===== src/rtl/mac_seq_pkg.sv =====
// rtl/mac_seq_pkg.sv - shared state encoding, defaults and helpers for the MAC sequencer
// Contents: state_t (IDLE..DONE, ST_W bits), default parameter values,
//           timeout_width() sizing helper for the WAIT timeout counter.
package mac_seq_pkg;

    localparam int ST_W = 3;

    typedef enum logic [ST_W-1:0] {
        ST_IDLE = 3'd0,
        ST_RD_A = 3'd1,
        ST_RD_B = 3'd2,
        ST_MUL  = 3'd3,
        ST_WAIT = 3'd4,
        ST_WR   = 3'd5,
        ST_DONE = 3'd6
    } state_t;

    localparam int DEF_RF_AW       = 3;
    localparam int DEF_RAM_AW      = 4;
    localparam int DEF_CNT_W       = 4;
    localparam int DEF_MUL_TIMEOUT = 15;

    // The counter is loaded with cycles-1, so it needs clog2(cycles) bits (min 1).
    function automatic int timeout_width(input int cycles);
        return (cycles < 2) ? 1 : $clog2(cycles);
    endfunction

endpackage


===== src/rtl/mac_seq_timeout.sv =====
// rtl/mac_seq_timeout.sv - loadable down-counter with expired flag for the multiplier wait
// Ports: clk, reset (async, active-high), i_load/i_load_val (reload),
//        i_dec (count down, saturates at 0), o_expired (counter is 0).
module mac_seq_timeout #(
    parameter int W = 4
) (
    input  logic         clk,
    input  logic         reset,
    input  logic         i_load,
    input  logic [W-1:0] i_load_val,
    input  logic         i_dec,
    output logic         o_expired
);

    logic [W-1:0] r_cnt;

    always_ff @(posedge clk or posedge reset) begin
        if (reset) begin
            r_cnt <= '0;
        end else if (i_load) begin
            r_cnt <= i_load_val;
        end else if (i_dec && (r_cnt != '0)) begin
            r_cnt <= r_cnt - 1'b1;
        end
    end

    assign o_expired = (r_cnt == '0);

endmodule


===== src/rtl/mac_seq_ctrl.sv =====
// rtl/mac_seq_ctrl.sv - sequencer driving regfile reads, multiplier launch and RAM writes for COUNT pairs
// Ports: clk, reset (async, active-high); job request start/base_a/base_b/count/ram_base;
//        mul_valid from the multiplier; regfile rf_re/rf_addr/ld_a/ld_b; mul_go;
//        RAM ram_we/ram_addr; status busy/done/err/st_out.
// Optional: define MAC_SEQ_ACCUM_EN to add acc_en/acc_clr and write only the
//           accumulated result of the final pair at ram_base.
module mac_seq_ctrl
    import mac_seq_pkg::*;
#(
    parameter int RF_AW       = DEF_RF_AW,
    parameter int RAM_AW      = DEF_RAM_AW,
    parameter int CNT_W       = DEF_CNT_W,
    parameter int MUL_TIMEOUT = DEF_MUL_TIMEOUT
) (
    input  logic              clk,
    input  logic              reset,
    input  logic              start,
    input  logic [RF_AW-1:0]  base_a,
    input  logic [RF_AW-1:0]  base_b,
    input  logic [CNT_W-1:0]  count,
    input  logic [RAM_AW-1:0] ram_base,
    input  logic              mul_valid,
    output logic              rf_re,
    output logic [RF_AW-1:0]  rf_addr,
    output logic              ld_a,
    output logic              ld_b,
    output logic              mul_go,
    output logic              ram_we,
    output logic [RAM_AW-1:0] ram_addr,
`ifdef MAC_SEQ_ACCUM_EN
    output logic              acc_en,
    output logic              acc_clr,
`endif
    output logic              busy,
    output logic              done,
    output logic              err,
    output logic [ST_W-1:0]   st_out
);

    localparam int              TO_W    = timeout_width(MUL_TIMEOUT);
    localparam logic [TO_W-1:0] TO_LOAD = (MUL_TIMEOUT == 0) ? '0 : TO_W'(MUL_TIMEOUT - 1);

    state_t              r_state, w_state_nxt;
    logic [RF_AW-1:0]    r_ptr_a, r_ptr_b, w_ptr_a_nxt, w_ptr_b_nxt, w_ptr_a_inc;
    logic [RAM_AW-1:0]   r_ptr_r, w_ptr_r_nxt;
    logic [CNT_W-1:0]    r_rem, w_rem_nxt;
    logic                r_err, w_err_nxt;

    logic                w_rf_re, w_ld_a, w_ld_b, w_mul_go, w_ram_we, w_busy, w_done;
    logic [RF_AW-1:0]    w_rf_addr;
    logic [RAM_AW-1:0]   w_ram_addr;
    logic                w_to_load, w_to_dec, w_expired, w_timeout;
`ifdef MAC_SEQ_ACCUM_EN
    logic                w_acc_en, w_acc_clr;
`endif

    mac_seq_timeout #(.W(TO_W)) u_timeout (
        .clk        (clk),
        .reset      (reset),
        .i_load     (w_to_load),
        .i_load_val (TO_LOAD),
        .i_dec      (w_to_dec),
        .o_expired  (w_expired)
    );

    // MUL_TIMEOUT == 0 means wait for the multiplier forever.
    assign w_timeout   = (MUL_TIMEOUT != 0) && w_expired;
    assign w_ptr_a_inc = r_ptr_a + 1'b1;

    // Outputs are computed for the state being entered and registered alongside it,
    // so each output is visible during the cycle its state is active. busy stays
    // high through the done cycle, which gives an empty job a one-cycle busy pulse.
    always_comb begin
        w_state_nxt = r_state;
        w_ptr_a_nxt = r_ptr_a;
        w_ptr_b_nxt = r_ptr_b;
        w_ptr_r_nxt = r_ptr_r;
        w_rem_nxt   = r_rem;
        w_err_nxt   = r_err;
        w_rf_re     = 1'b0;
        w_rf_addr   = '0;
        w_ld_a      = 1'b0;
        w_ld_b      = 1'b0;
        w_mul_go    = 1'b0;
        w_ram_we    = 1'b0;
        w_ram_addr  = '0;
        w_busy      = 1'b0;
        w_done      = 1'b0;
        w_to_load   = 1'b0;
        w_to_dec    = 1'b0;
`ifdef MAC_SEQ_ACCUM_EN
        w_acc_en    = 1'b0;
        w_acc_clr   = 1'b0;
`endif
        case (r_state)
            ST_IDLE: begin
                if (start) begin
                    w_ptr_a_nxt = base_a;
                    w_ptr_b_nxt = base_b;
                    w_ptr_r_nxt = ram_base;
                    w_rem_nxt   = count;
                    w_err_nxt   = 1'b0;
                    w_busy      = 1'b1;
                    if (count == '0) begin
                        w_state_nxt = ST_DONE;
                        w_done      = 1'b1;
                    end else begin
                        w_state_nxt = ST_RD_A;
                        w_rf_re     = 1'b1;
                        w_rf_addr   = base_a;
                        w_ld_a      = 1'b1;
`ifdef MAC_SEQ_ACCUM_EN
                        w_acc_clr   = 1'b1;
`endif
                    end
                end
            end
            ST_RD_A: begin
                w_state_nxt = ST_RD_B;
                w_rf_re     = 1'b1;
                w_rf_addr   = r_ptr_b;
                w_ld_b      = 1'b1;
                w_busy      = 1'b1;
            end
            ST_RD_B: begin
                w_state_nxt = ST_MUL;
                w_mul_go    = 1'b1;
                w_busy      = 1'b1;
            end
            ST_MUL: begin
                w_state_nxt = ST_WAIT;
                w_to_load   = 1'b1;
                w_busy      = 1'b1;
            end
            ST_WAIT: begin
                w_busy = 1'b1;
                // A result arriving on the timeout cycle still counts.
                if (mul_valid) begin
                    w_state_nxt = ST_WR;
                    w_ram_addr  = r_ptr_r;
`ifdef MAC_SEQ_ACCUM_EN
                    if (r_rem == CNT_W'(1)) begin
                        w_ram_we = 1'b1;
                    end else begin
                        w_acc_en = 1'b1;
                    end
`else
                    w_ram_we    = 1'b1;
`endif
                end else if (w_timeout) begin
                    w_state_nxt = ST_DONE;
                    w_err_nxt   = 1'b1;
                    w_done      = 1'b1;
                end else begin
                    w_to_dec = 1'b1;
                end
            end
            ST_WR: begin
                w_busy      = 1'b1;
                w_ptr_a_nxt = w_ptr_a_inc;
                w_ptr_b_nxt = r_ptr_b + 1'b1;
`ifndef MAC_SEQ_ACCUM_EN
                w_ptr_r_nxt = r_ptr_r + 1'b1;
`endif
                w_rem_nxt   = r_rem - 1'b1;
                if (r_rem == CNT_W'(1)) begin
                    w_state_nxt = ST_DONE;
                    w_done      = 1'b1;
                end else begin
                    w_state_nxt = ST_RD_A;
                    w_rf_re     = 1'b1;
                    w_rf_addr   = w_ptr_a_inc;
                    w_ld_a      = 1'b1;
                end
            end
            ST_DONE: begin
                w_state_nxt = ST_IDLE;
            end
            default: begin
                w_state_nxt = ST_IDLE;
            end
        endcase
    end

    always_ff @(posedge clk or posedge reset) begin
        if (reset) begin
            r_state  <= ST_IDLE;
            r_ptr_a  <= '0;
            r_ptr_b  <= '0;
            r_ptr_r  <= '0;
            r_rem    <= '0;
            r_err    <= 1'b0;
            rf_re    <= 1'b0;
            rf_addr  <= '0;
            ld_a     <= 1'b0;
            ld_b     <= 1'b0;
            mul_go   <= 1'b0;
            ram_we   <= 1'b0;
            ram_addr <= '0;
            busy     <= 1'b0;
            done     <= 1'b0;
`ifdef MAC_SEQ_ACCUM_EN
            acc_en   <= 1'b0;
            acc_clr  <= 1'b0;
`endif
        end else begin
            r_state  <= w_state_nxt;
            r_ptr_a  <= w_ptr_a_nxt;
            r_ptr_b  <= w_ptr_b_nxt;
            r_ptr_r  <= w_ptr_r_nxt;
            r_rem    <= w_rem_nxt;
            r_err    <= w_err_nxt;
            rf_re    <= w_rf_re;
            rf_addr  <= w_rf_addr;
            ld_a     <= w_ld_a;
            ld_b     <= w_ld_b;
            mul_go   <= w_mul_go;
            ram_we   <= w_ram_we;
            ram_addr <= w_ram_addr;
            busy     <= w_busy;
            done     <= w_done;
`ifdef MAC_SEQ_ACCUM_EN
            acc_en   <= w_acc_en;
            acc_clr  <= w_acc_clr;
`endif
        end
    end

    assign err    = r_err;
    assign st_out = r_state;

endmodule


===== config.mk =====
export PLATFORM = sky130hd
export DESIGN_NAME = mac_seq_ctrl
export DESIGN_NICKNAME = d
export VERILOG_FILES = /design/src/rtl/mac_seq_pkg.sv /design/src/rtl/mac_seq_timeout.sv /design/src/rtl/mac_seq_ctrl.sv
export SDC_FILE = /design/constraint.sdc
export NUM_CORES = 1
export LEC_CHECK = 0
export ABC_AREA = 1
export ABC_CLOCK_PERIOD_IN_PS = 1200
export BUFFER_PORTS_ARGS = -buffer_cell sky130_fd_sc_hd__buf_2
export CAP_MARGIN = 20
export CORE_AREA = 3 3 69 71
export CTS_BUF_LIST = sky130_fd_sc_hd__clkbuf_4
export DETAILED_ROUTE_END_ITERATION = 6
export DIE_AREA = 0 0 72 74
export GPL_TIMING_DRIVEN = 0
export PLACE_DENSITY = 0.69
export RECOVER_POWER = 100
export SETUP_SLACK_MARGIN = 0.5
export SYNTH_ARGS = -nofsm -noshare
export SYNTH_HDL_FRONTEND = slang
export SYNTH_SLANG_ARGS = --single-unit
export TNS_END_PERCENT = 100

===== constraint.sdc =====
create_clock -name clk -period 1.2 [get_ports clk]
set_input_delay 0.12 -clock clk [delete_from_list [all_inputs] [get_ports clk]]
set_output_delay 0.12 -clock clk [all_outputs]
set_load 0.03 [all_outputs]

# Word level (Yosys, flattened, before mapping)
# Index checks and enable logic that the tools add are counted.
[classes] n_addsub=5 n_eq_ne=10 muxes=47 n_reduce_logical=12
[op_table] op="$mux 3" n=10
[op_table] op="$mux 4" n=6
[op_table] op="$mux 1" n=20
[op_table] op="$pmux 3 s6" n=1
[op_table] op="$pmux 4 s2" n=2
[op_table] op="$pmux 3 s2" n=2
[op_table] op="$pmux 3 s3" n=1
[op_table] op="$logic_not 4->1" n=2
[op_table] op="$sub 4x1->4 const B" n=2
[op_table] op="$add 3x1->3 const B" n=2
[op_table] op="$eq 3x2->1 const B" n=2
[op_table] op="$eq 3x3->1 const B" n=2
[op_table] op="$pmux 1 s2" n=3
[op_table] op="$pmux 1 s3" n=2
[op_table] op="$reduce_bool 2->1" n=3
[op_table] op="$reduce_or 5->1" n=1
[op_table] op="$add 4x1->4 const B" n=1
[op_table] op="$eq 4x1->1 const B" n=1
[op_table] op="$ne 2x2->1 const B" n=2
[op_table] op="$reduce_and 2->1" n=2
[op_table] op="$reduce_and 4->1" n=1
[op_table] op="$reduce_bool 4->1" n=1
[op_table] op="$eq 3x1->1 const B" n=1
[op_table] op="$logic_not 3->1" n=1
[op_table] op="other kinds (3)" n=3
[word_totals] regBits=36 wordCells=90

# Depth between registers and ports, before layout
# Gate-level depths: netlist of run 1.
[depth] word_depth=7 depth_mapped=9 ltp_nobuf=9

# By module
# From an unflattened synthesis of run 1, not the netlist that was laid out.
[hier_totals] hier_cells=265 area_unflattened_um2=2009.4
[modules_own_cells] module="mac_seq_ctrl" n_inst=1 cells_each=218 area_per_inst_um2=1710.4 seq_area_each_um2=800.8
[modules_own_cells] module="mac_seq_timeout" n_inst=1 cells_each=47 area_per_inst_um2=299.0 seq_area_each_um2=100.1

# Least setup slack after synthesis of run 1
# No wires, ideal clock.
[synth_path] kind="register -> register" from="reg r_state[1] (netlist: st_out[1])" to="reg r_ptr_r[1]" t_arrival_ns=1.266 required_ns=1.083 setup_slack_ns=-0.184 stages_incl_launch_ff=9 n_path_buf=1 period_less_slack_ns=1.384 path_cell_list="dfrtp_1 > inv_1 > nand3_4 > inv_2 > buf_6 > nand2_1 > nand2_1 > nand2_1 > o21ai_2"
[synth_between] elab_chain_len=3 word_cells_on_any_way=6 classes_between="eq/ne: 2; mux: 1; reduce/logical: 3"
[synth_rtl] item="start: declaration" line_no="mac_seq_ctrl.sv:43" text="state_t r_state, w_state_nxt;"
[synth_rtl] item="start signal: assignment" line_no="mac_seq_ctrl.sv:207" text="r_state <= w_state_nxt;"
[synth_rtl] item="$eq 3x3->1 or $logic_not 3->1 (tied branches)" line_no="mac_seq_ctrl.sv:95" text="case (r_state)"
[synth_rtl] item="$reduce_bool 2->1 (no line) or $ne 2x2->1 (tied branches)"
[synth_rtl] item="$reduce_and 2->1 (no line)"
[synth_rtl] item="end signal: assignment" line_no="mac_seq_ctrl.sv:210" text="r_ptr_r <= w_ptr_r_nxt;"
[synth_rtl] item="end: declaration" line_no="mac_seq_ctrl.sv:45" text="logic [RAM_AW-1:0] r_ptr_r, w_ptr_r_nxt;"
# Several ways; a longest one is shown, not always the timed one.
# A chain may end at the register's enable or synchronous reset.

# Worst setup path after layout of run 1
[layout_path] from="reg r_state[0] (netlist: st_out[0])" to="reg r_ptr_b[0]"
[layout_between] elab_chain_len=3 word_cells_on_any_way=6 classes_between="eq/ne: 2; mux: 1; reduce/logical: 3"
[layout_rtl] item="$eq 3x3->1 or $logic_not 3->1 (tied branches)" line_no="mac_seq_ctrl.sv:95"
[layout_rtl] item="$reduce_bool 2->1 (no line) or $ne 2x2->1 (tied branches)"
[layout_rtl] item="$reduce_and 2->1 (no line)"
[layout_rtl] item="end signal: assignment" line_no="mac_seq_ctrl.sv:209" text="r_ptr_b <= w_ptr_b_nxt;"
[layout_rtl] item="end: declaration" line_no="mac_seq_ctrl.sv:44" text="logic [RF_AW-1:0] r_ptr_a, r_ptr_b, w_ptr_a_nxt, w_ptr_b_nxt, w_ptr_a_inc;"
# Several ways; a longest one is shown, not always the timed one.

==> results.md, run 1 <==
- Part of the cycle the worst path needs: 108%
- RSZ-0062 raised after global routing: yes
- Distinct cells, synth: 23
- WS Path Type: reg2reg
- Number of global-route vias before repair: 1,570
- Worst-path clk slew: 0.12 ns
- Hold WS: -0.113 ns
- Vias: 1,758
- Root Driver: clkbuf_4
- CTS sink cnt: 36
- DP HPWL: 3030 µm
- CP Capture Type: flop
- Worst VDD drop: 0.000874 V
- N_diodes: 0
- Synthesized area per cell: 7.72 µm²
- Final setup viols: 25
- TritonCTS buffer count: 5
- Worst setup startpoint: st_out[0]$_DFFE_PP0P_
- FF-to-FF path depth: 6
- Die width: 72 µm
- Wire per inst: 13.3 µm
- Critical Path AT: 1.59 ns
- F_max: 0.769 GHz
- Synth Net Count: 270
- Cell Pwr Density: 2500 nW/µm²
- Minimum clock period: 1.30 ns
- Failing checks: hold timing, setup timing
- Final Hold Viols: 36
- GR Util All Layers: 17.2%
- Nets@finish: 332
- Slack of the critical path: -0.101 ns
- CP Max Fanout: 10
- Post-synthesis to final-layout area growth: 46.3%
- CTS Buffer Depth: 2
- Pwr Total: 0.00693 W
- Max_slew headroom: 47.9%
- Initial drt markers: 121
- End of the worst register-to-register path: r_ptr_b[0]$_DFFE_PP0P_
- IO Count: 36
- Drt drc: 0
- Total of max-cap violations: 0
- Gr ovfl total: 0
- Post-synthesis sequential area ratio: 47.5%
- Mapped cell area: 1900 µm²
- Flop-to-flop setup slack: -0.10 ns
- Die area: 5330 µm²
- Pre-CTS WS: -0.0930 ns
- Via density: 4.87
- Synth Warn #: 0
- Placed insts: 333
- Layout Cells excl Fill: 361
- Largest net degree at the start of global routing: 37
- Number of port buffers: 35
- Std cell rows: 24
- CTS H-Tree Depth: 2
- Routed Wire Length: 4800 µm
- FF-to-FF Start: st_out[0]$_DFFE_PP0P_
- Hold crit path type: in2async
- Initial antenna violation count: 0
- Gate Count Post-Synth: 246
- Worst Path Required: 1.48 ns
- CP startpoint kind: flop
- Placeable Area: 4290 µm²
- Routed Antenna Nets: 0
- Clk Latency, worst-skew pair: 0.35 ns
- Clock skew: 0.0119 ns
- Share of layout cells above drive strength 1: 41.7%
- CTS tree: done
- P_leak: 1.49 nW
- Placer congestion estimate: 0.833
- Die height: 74 µm
- Drt first pass iters: 4
- Starting Density: 44.2%
- Slew Viols, Final: 0
- Worst Tran Pin Value: 0.780 ns
- # hold bufs at CTS: 3
- Status: complete, but fails checks
- First-pass GRT wire length: 7020 µm
- Register bit total from synthesis: 36
- Utilization after layout: 64.7%
-- cell families (layout without fill, tap and decap cells) --
logic type | Yosys count | after routing | share of synthesized area, %
simple gates | 149 | 149 | 34.4
buf+inv | 38 | 101 | 8.70
flops | 36 | 36 | 47.5
compound gates | 14 | 14 | 4.09
fa+ha+maj | 6 | 6 | 3.96
xor+xnor | 3 | 3 | 1.38
-- cell type report --
type / instances / area (µm²)
clock inverters: 3 / 18.8
well taps: 52 / 65.1
clock buffers: 5 / 37.5
fillers: 332 / 1520
flip-flops and latches: 36 / 905
inverters: 35 / 150
repair buffers: 55 / 504
multi-input cells: 172 / 1050
plain buffers: 3 / 45.0
-- stage by stage --
step           setup TNS, ns  cell area [µm²]
6_report               -1.31             2780
3_5_place_dp           -1.13             2200
5_1_grt                -3.12             2780
2_1_floorplan        -0.0739             1960
3_3_place_gp          -0.841             2200
4_1_cts               -0.628             2510
-- cell usage after synthesis, drive strengths merged --
cell type / instances / area, µm²
xnor2: 2 / 17.5
nand4: 1 / 6.26
o21ai: 11 / 58.8
a21oi: 1 / 5.00
dfrtp: 36 / 901
buf: 3 / 33.8
o211ai: 1 / 7.51
nand2: 93 / 354
o22ai: 1 / 6.26
nand3: 27 / 170
nand3b: 2 / 15.0
ha: 6 / 75.1
nor2: 26 / 108
inv: 35 / 131
xor2: 1 / 8.76
-- routing by layer --
| layer | share of wire, % | GRT usage [%] | up-vias |
|---|---|---|---|
| met2 | 51 | 28.4 | 41 |
| met1 | 44 | 22.3 | 823 |
| li1 | - | - | 886 |
| met5 | 0 | 0 | - |
| met3 | 3.9 | 3.78 | 8 |
| met4 | 1.6 | 6.05 | 0 |
-- worst max path at each step --
| stage | slack, ns | endpoint | cells after the start |
|---|---|---|---|
| final | -0.10 | r_ptr_b[0]$_DFFE_PP0P_ | 6 |
| after global routing | -0.16 | r_ptr_b[0]$_DFFE_PP0P_ | 6 |
| after CTS | -0.06 | r_rem[0]$_DFFE_PP0P_ | 6 |
| after detailed placement | -0.09 | r_rem[0]$_DFFE_PP0P_ | 6 |
| after global placement | -0.06 | r_rem[3]$_DFFE_PP0P_ | 7 |
| after floorplan | -0.01 | r_rem[3]$_DFFE_PP0P_ | 7 |
-- layout by cell type, fill, tap and decap left out, drive strengths merged --
cell	netlist	layout
a21oi	1	1
buf	3	51
clkbuf	0	9
clkinv	0	3
clkinvlp	0	1
dfrtp	36	36
dlygate4sd3	0	3
ha	6	6
inv	35	34
nand2	93	93
nand3	27	27
nand3b	2	2
nand4	1	1
nor2	26	26
o211ai	1	1
o21ai	11	11
o22ai	1	1
xnor2	2	2
xor2	1	1
-- sequential cells by signal, summed over array words and instances, names as in the netlist --
| name | count |
|---|---|
| busy | 1 |
| done | 1 |
| err | 1 |
| ld_a | 1 |
| ld_b | 1 |
| mul_go | 1 |
| r_ptr_a | 3 |
| r_ptr_b | 3 |
| r_ptr_r | 4 |
| r_rem | 4 |
| ram_addr | 4 |
| ram_we | 1 |
| rf_addr | 3 |
| rf_re | 1 |
| st_out | 3 |
| u_timeout.r_cnt | 4 |
-- where the power goes --
| part | leakage, nW | total, W | internal, W | switching, W |
|---|---|---|---|---|
| sequential | 0.454 | 0.00219 | 0.00171 | 0.000482 |
| clock | 0.0349 | 0.000653 | 0.000225 | 0.000429 |
| combinational | 1.00 | 0.00409 | 0.00177 | 0.00231 |
| total | 1.49 | 0.00693 | 0.00371 | 0.00322 |
-- timing repair --
action,CTS,global route
buffers inserted,11,4
cloned,0,2
setup endpoints to repair,54,54
hold endpoints to repair,39,36
pin swaps,6,18
resized for setup,40,51
-- critical path: stages (launching register included) --
cell	delay, ns
dfrtp_2	0.44
buf_12	0.13
nand3_4	0.15
buf_8	0.20
o21ai_1	0.18
nand2_2	0.08
o21ai_2	0.06
Note: power is estimated with default switching activity, not from simulation.
==> inputs of run 2 (changes only) <==
--- a/config.mk
+++ b/config.mk
@@ -9,15 +9,16 @@
 export ABC_CLOCK_PERIOD_IN_PS = 1200
 export BUFFER_PORTS_ARGS = -buffer_cell sky130_fd_sc_hd__buf_2
 export CAP_MARGIN = 20
-export CORE_AREA = 3 3 69 71
+export CORE_AREA = 3 3 71 73
 export CTS_BUF_LIST = sky130_fd_sc_hd__clkbuf_4
 export DETAILED_ROUTE_END_ITERATION = 6
-export DIE_AREA = 0 0 72 74
+export DIE_AREA = 0 0 74 76
 export GPL_TIMING_DRIVEN = 0
-export PLACE_DENSITY = 0.69
+export PLACE_DENSITY = 0.68
 export RECOVER_POWER = 100
 export SETUP_SLACK_MARGIN = 0.5
 export SYNTH_ARGS = -nofsm -noshare
 export SYNTH_HDL_FRONTEND = slang
+export SYNTH_HIERARCHICAL = 1
 export SYNTH_SLANG_ARGS = --single-unit
 export TNS_END_PERCENT = 100
==> run 2 against run 1 <==
Synthesized cell count rose by 7.7%; the flow finishes with violations (setup timing); critical path depth is 2 higher; wire length is 30% higher; clock power grew 34%; clock skew is 0.00097 ns higher; utilization grew 9.3 points.
==> results.md, run 2 <==
- Nets@finish: 376 (was 332)
- Slack of the critical path: -0.245 ns (was -0.101 ns)
- GR Util All Layers: 18.9% (was 17.2%)
- Commonest non-fill, non-tap cells in the layout: nand2_1 (67), dfrtp_1 (33), buf_6 (29) (was nand2_1 (71), dfrtp_1 (33), inv_1 (23))
- Die height: 76 µm (was 74 µm)
- Final setup viols: 31 (was 25)
- Post-synth top cells: nand2_1 (94), inv_1 (38), dfrtp_1 (36), nand3_1 (23), nor2_1 (21) (was nand2_1 (91), dfrtp_1 (36), inv_1 (31), nor2_1 (24), nand3_1 (23))
- Drt first pass iters: 4 (unchanged)
- Wire per inst: 15.4 µm (was 13.3 µm)
- Failing checks: setup timing (was hold timing, setup timing)
- Pwr Total: 0.00877 W (was 0.00693 W)
- TritonCTS buffer count: 5 (unchanged)
- F_max: 0.692 GHz (was 0.769 GHz)
- Clock skew: 0.0129 ns (was 0.0119 ns)
- Hold crit path type: in2reg (was in2async)
- Synth Warn #: 6 (was 0)
- FF-to-FF Start: st_out[0]$_DFFE_PP0P_ (unchanged)
- Vias: 2,090 (was 1,758)
- Synth top area share: 44.8% (was 47.5%)
- Status: complete, but fails checks (unchanged)
- Critical Path AT: 1.67 ns (was 1.59 ns)
- Distinct cells, synth: 26 (was 23)
- CP Max Fanout: 7 (was 10)
- Hold Path End: ram_addr[2]$_DFF_PP0_
- Number of port buffers: 35 (unchanged)
- Worst-path clk slew: 0.12 ns (about the same)
- Count leader, synth: nand2_1 (unchanged)
- Flop-to-flop setup slack: -0.24 ns (was -0.10 ns)
- Routed Wire Length: 6250 µm (was 4800 µm)
- Hold Path Depth: 3
- Die width: 74 µm (was 72 µm)
- CTS H-Tree Depth: 2 (unchanged)
- First-pass GRT wire length: 8480 µm (was 7020 µm)
- End of the worst register-to-register path: rf_addr[1]$_DFF_PP0_ (was r_ptr_b[0]$_DFFE_PP0P_)
- Drt drc: 0 (unchanged)
- N_diodes: 0 (unchanged)
- CP Capture Type: flop (unchanged)
- Share of flip-flops with an asynchronous set or reset: 100% (unchanged)
- Worst Tran Pin Value: 0.616 ns (was 0.780 ns)
- Number of global-route vias before repair: 1,945 (was 1,570)
- Gate Count Post-Synth: 265 (was 246)
- Hold WS: 0.0222 ns (was -0.113 ns)
- Clk Latency, worst-skew pair: 0.34 ns (was 0.35 ns)
- Via density: 5.16 (was 4.87)
- Total of max-cap violations: 0 (unchanged)
- Most common cell after layout, fill and taps aside: nand2_1 (unchanged)
- Post-synthesis to final-layout area growth: 62.5% (was 46.3%)
- Register bit total from synthesis: 36 (unchanged)
- Std cell rows: 24 (unchanged)
- Routed Antenna Nets: 0 (unchanged)
- Area contributors post-synth: dfrtp_1 (45%), nand2_1 (18%), inv_1 (7.1%) (was dfrtp_1 (47%), nand2_1 (18%), inv_1 (6.1%))
- Starting Density: 45.5% (was 44.2%)
- Yosys top cell by area: dfrtp_1 (unchanged)
- Post-synthesis sequential area ratio: 44.8% (was 47.5%)
- Final Hold Viols: 0 (was 36)
- IO Count: 36 (unchanged)
- Minimum clock period: 1.44 ns (was 1.30 ns)
- FF-to-FF path depth: 8 (was 6)
- Share of layout cells above drive strength 1: 50.1% (was 41.7%)
- Part of the cycle the worst path needs: 120% (was 108%)
- WS Path Type: reg2reg (unchanged)
- Largest net degree at the start of global routing: 33 (was 37)
- RSZ-0062 raised after global routing: yes (unchanged)
- Cell Pwr Density: 2690 nW/µm² (was 2500 nW/µm²)
- Mapped cell area: 2010 µm² (was 1900 µm²)
- CTS sink cnt: 36 (unchanged)
- Initial drt markers: 136 (was 121)
- CP startpoint kind: flop (unchanged)
- Post-synth EDFFs: 0 (unchanged)
- Slew Viols, Final: 0 (unchanged)
- Root Driver: clkbuf_4 (unchanged)
- Die area: 5620 µm² (was 5330 µm²)
- Synthesized area per cell: 7.58 µm² (was 7.72 µm²)
- P_leak: 1.73 nW (was 1.49 nW)
- Pre-CTS WS: -0.182 ns (was -0.0930 ns)
- Initial antenna violation count: 0 (unchanged)
- Placeable Area: 4410 µm² (was 4290 µm²)
- CTS tree: done (unchanged)
- Worst VDD drop: 0.00122 V (was 0.000874 V)
- Top FF cell, synth: dfrtp_1 (unchanged)
- DP HPWL: 3250 µm (was 3030 µm)
- Setup TNS: -4.01 ns (was -1.31 ns)
- Worst Path Required: 1.43 ns (was 1.48 ns)
- Gr ovfl total: 0 (unchanged)
- Min-delay src: mul_valid
- Max_slew headroom: 59.0% (was 47.9%)
- CTS Buffer Depth: 2 (unchanged)
- Placer congestion estimate: 0.895 (was 0.833)
- Number of filler cells placed in the layout: 278 (was 332)
-- run 2: worst max path at each step --
stage | startpoint | endpoint | slack [ns]
after global routing | st_out[0]$_DFFE_PP0P_ | r_ptr_b[1]$_DFFE_PP0P_ | -0.29
after global placement | u_timeout/r_cnt[0]$_DFFE_PP0P_ | u_timeout/r_cnt[3]$_DFFE_PP0P_ | -0.15
after CTS | st_out[0]$_DFFE_PP0P_ | rf_addr[1]$_DFF_PP0_ | -0.12
after detailed placement | u_timeout/r_cnt[0]$_DFFE_PP0P_ | u_timeout/r_cnt[2]$_DFFE_PP0P_ | -0.18
final | st_out[0]$_DFFE_PP0P_ | rf_addr[1]$_DFF_PP0_ | -0.24
after floorplan | st_out[1]$_DFFE_PP0P_ | r_ptr_r[3]$_DFFE_PP0P_ | -0.05
-- run 2: worst max-delay path: stages, from the launching register on --
cell and delay (ns):
dfrtp_2 0.48, buf_6 0.15, nand3_4 0.20, inv_6 0.08, buf_8 0.15, nand2_4 0.06
nor2_2 0.03, nor2_1 0.11, nand2_1 0.06
-- run 2: through the flow --
stage | utilization (%) | area (µm²) | cells
finish | 74.0 | 3260 | 405
global route | 74.0 | 3260 | 405
CTS | 65.8 | 2900 | 386
detailed placement | 52.6 | 2320 | 354
global placement | 52.6 | 2320 | 354
floorplan | - | 2080 | 267
-- run 2: final cells by class --
type	count	area (µm²)	area share (%)
multi-input combinational	185	1260	38.6
sequential	36	905	27.7
timing repair buffer	77	698	21.4
inverter	42	191	5.86
tap	52	65.1	1.99
buffer	4	60.1	1.84
clock buffer	6	45.0	1.38
clock inverter	2	35.0	1.07
timing repair inverter	1	5.00	0.153
-- run 2: layer usage --
metal / global-route usage (%) / vias up / wire length (µm)
li1: - / 993 / -
met1: 23.7 / 1002 / 2480
met2: 31.7 / 78 / 3310
met3: 3.96 / 17 / 312
met4: 6.16 / 0 / 149
met5: 0 / - / 0
-- run 2: repair_timing --
action | CTS | global route
pin swaps | 17 | 31
hold buffers | 2 | 0
endpoints found under the setup margin | 54 | 86
buffers inserted | 21 | 16
resized for setup | 87 | 60
cloned | 1 | 3
endpoints found under the hold margin | 37 | 0
-- run 2: kinds of logic after synthesis --
group                      Yosys count  share of synthesized area [%]
adders and majority gates            6                           3.74
xor gates and xnor gates             3                           1.31
and+or+nand+nor                    153                           34.2
other                                2                          0.374
buffers and inverters               46                           9.90
AOI/OAI and AO/OA                   19                           5.67
DFF                                 36                           44.8
-- run 2: power breakdown --
group | switching [W] | total (W) | internal [W]
Clock | 0.000418 | 0.000877 | 0.000460
Sequential | 0.000482 | 0.00221 | 0.00172
Combinational | 0.00313 | 0.00569 | 0.00256
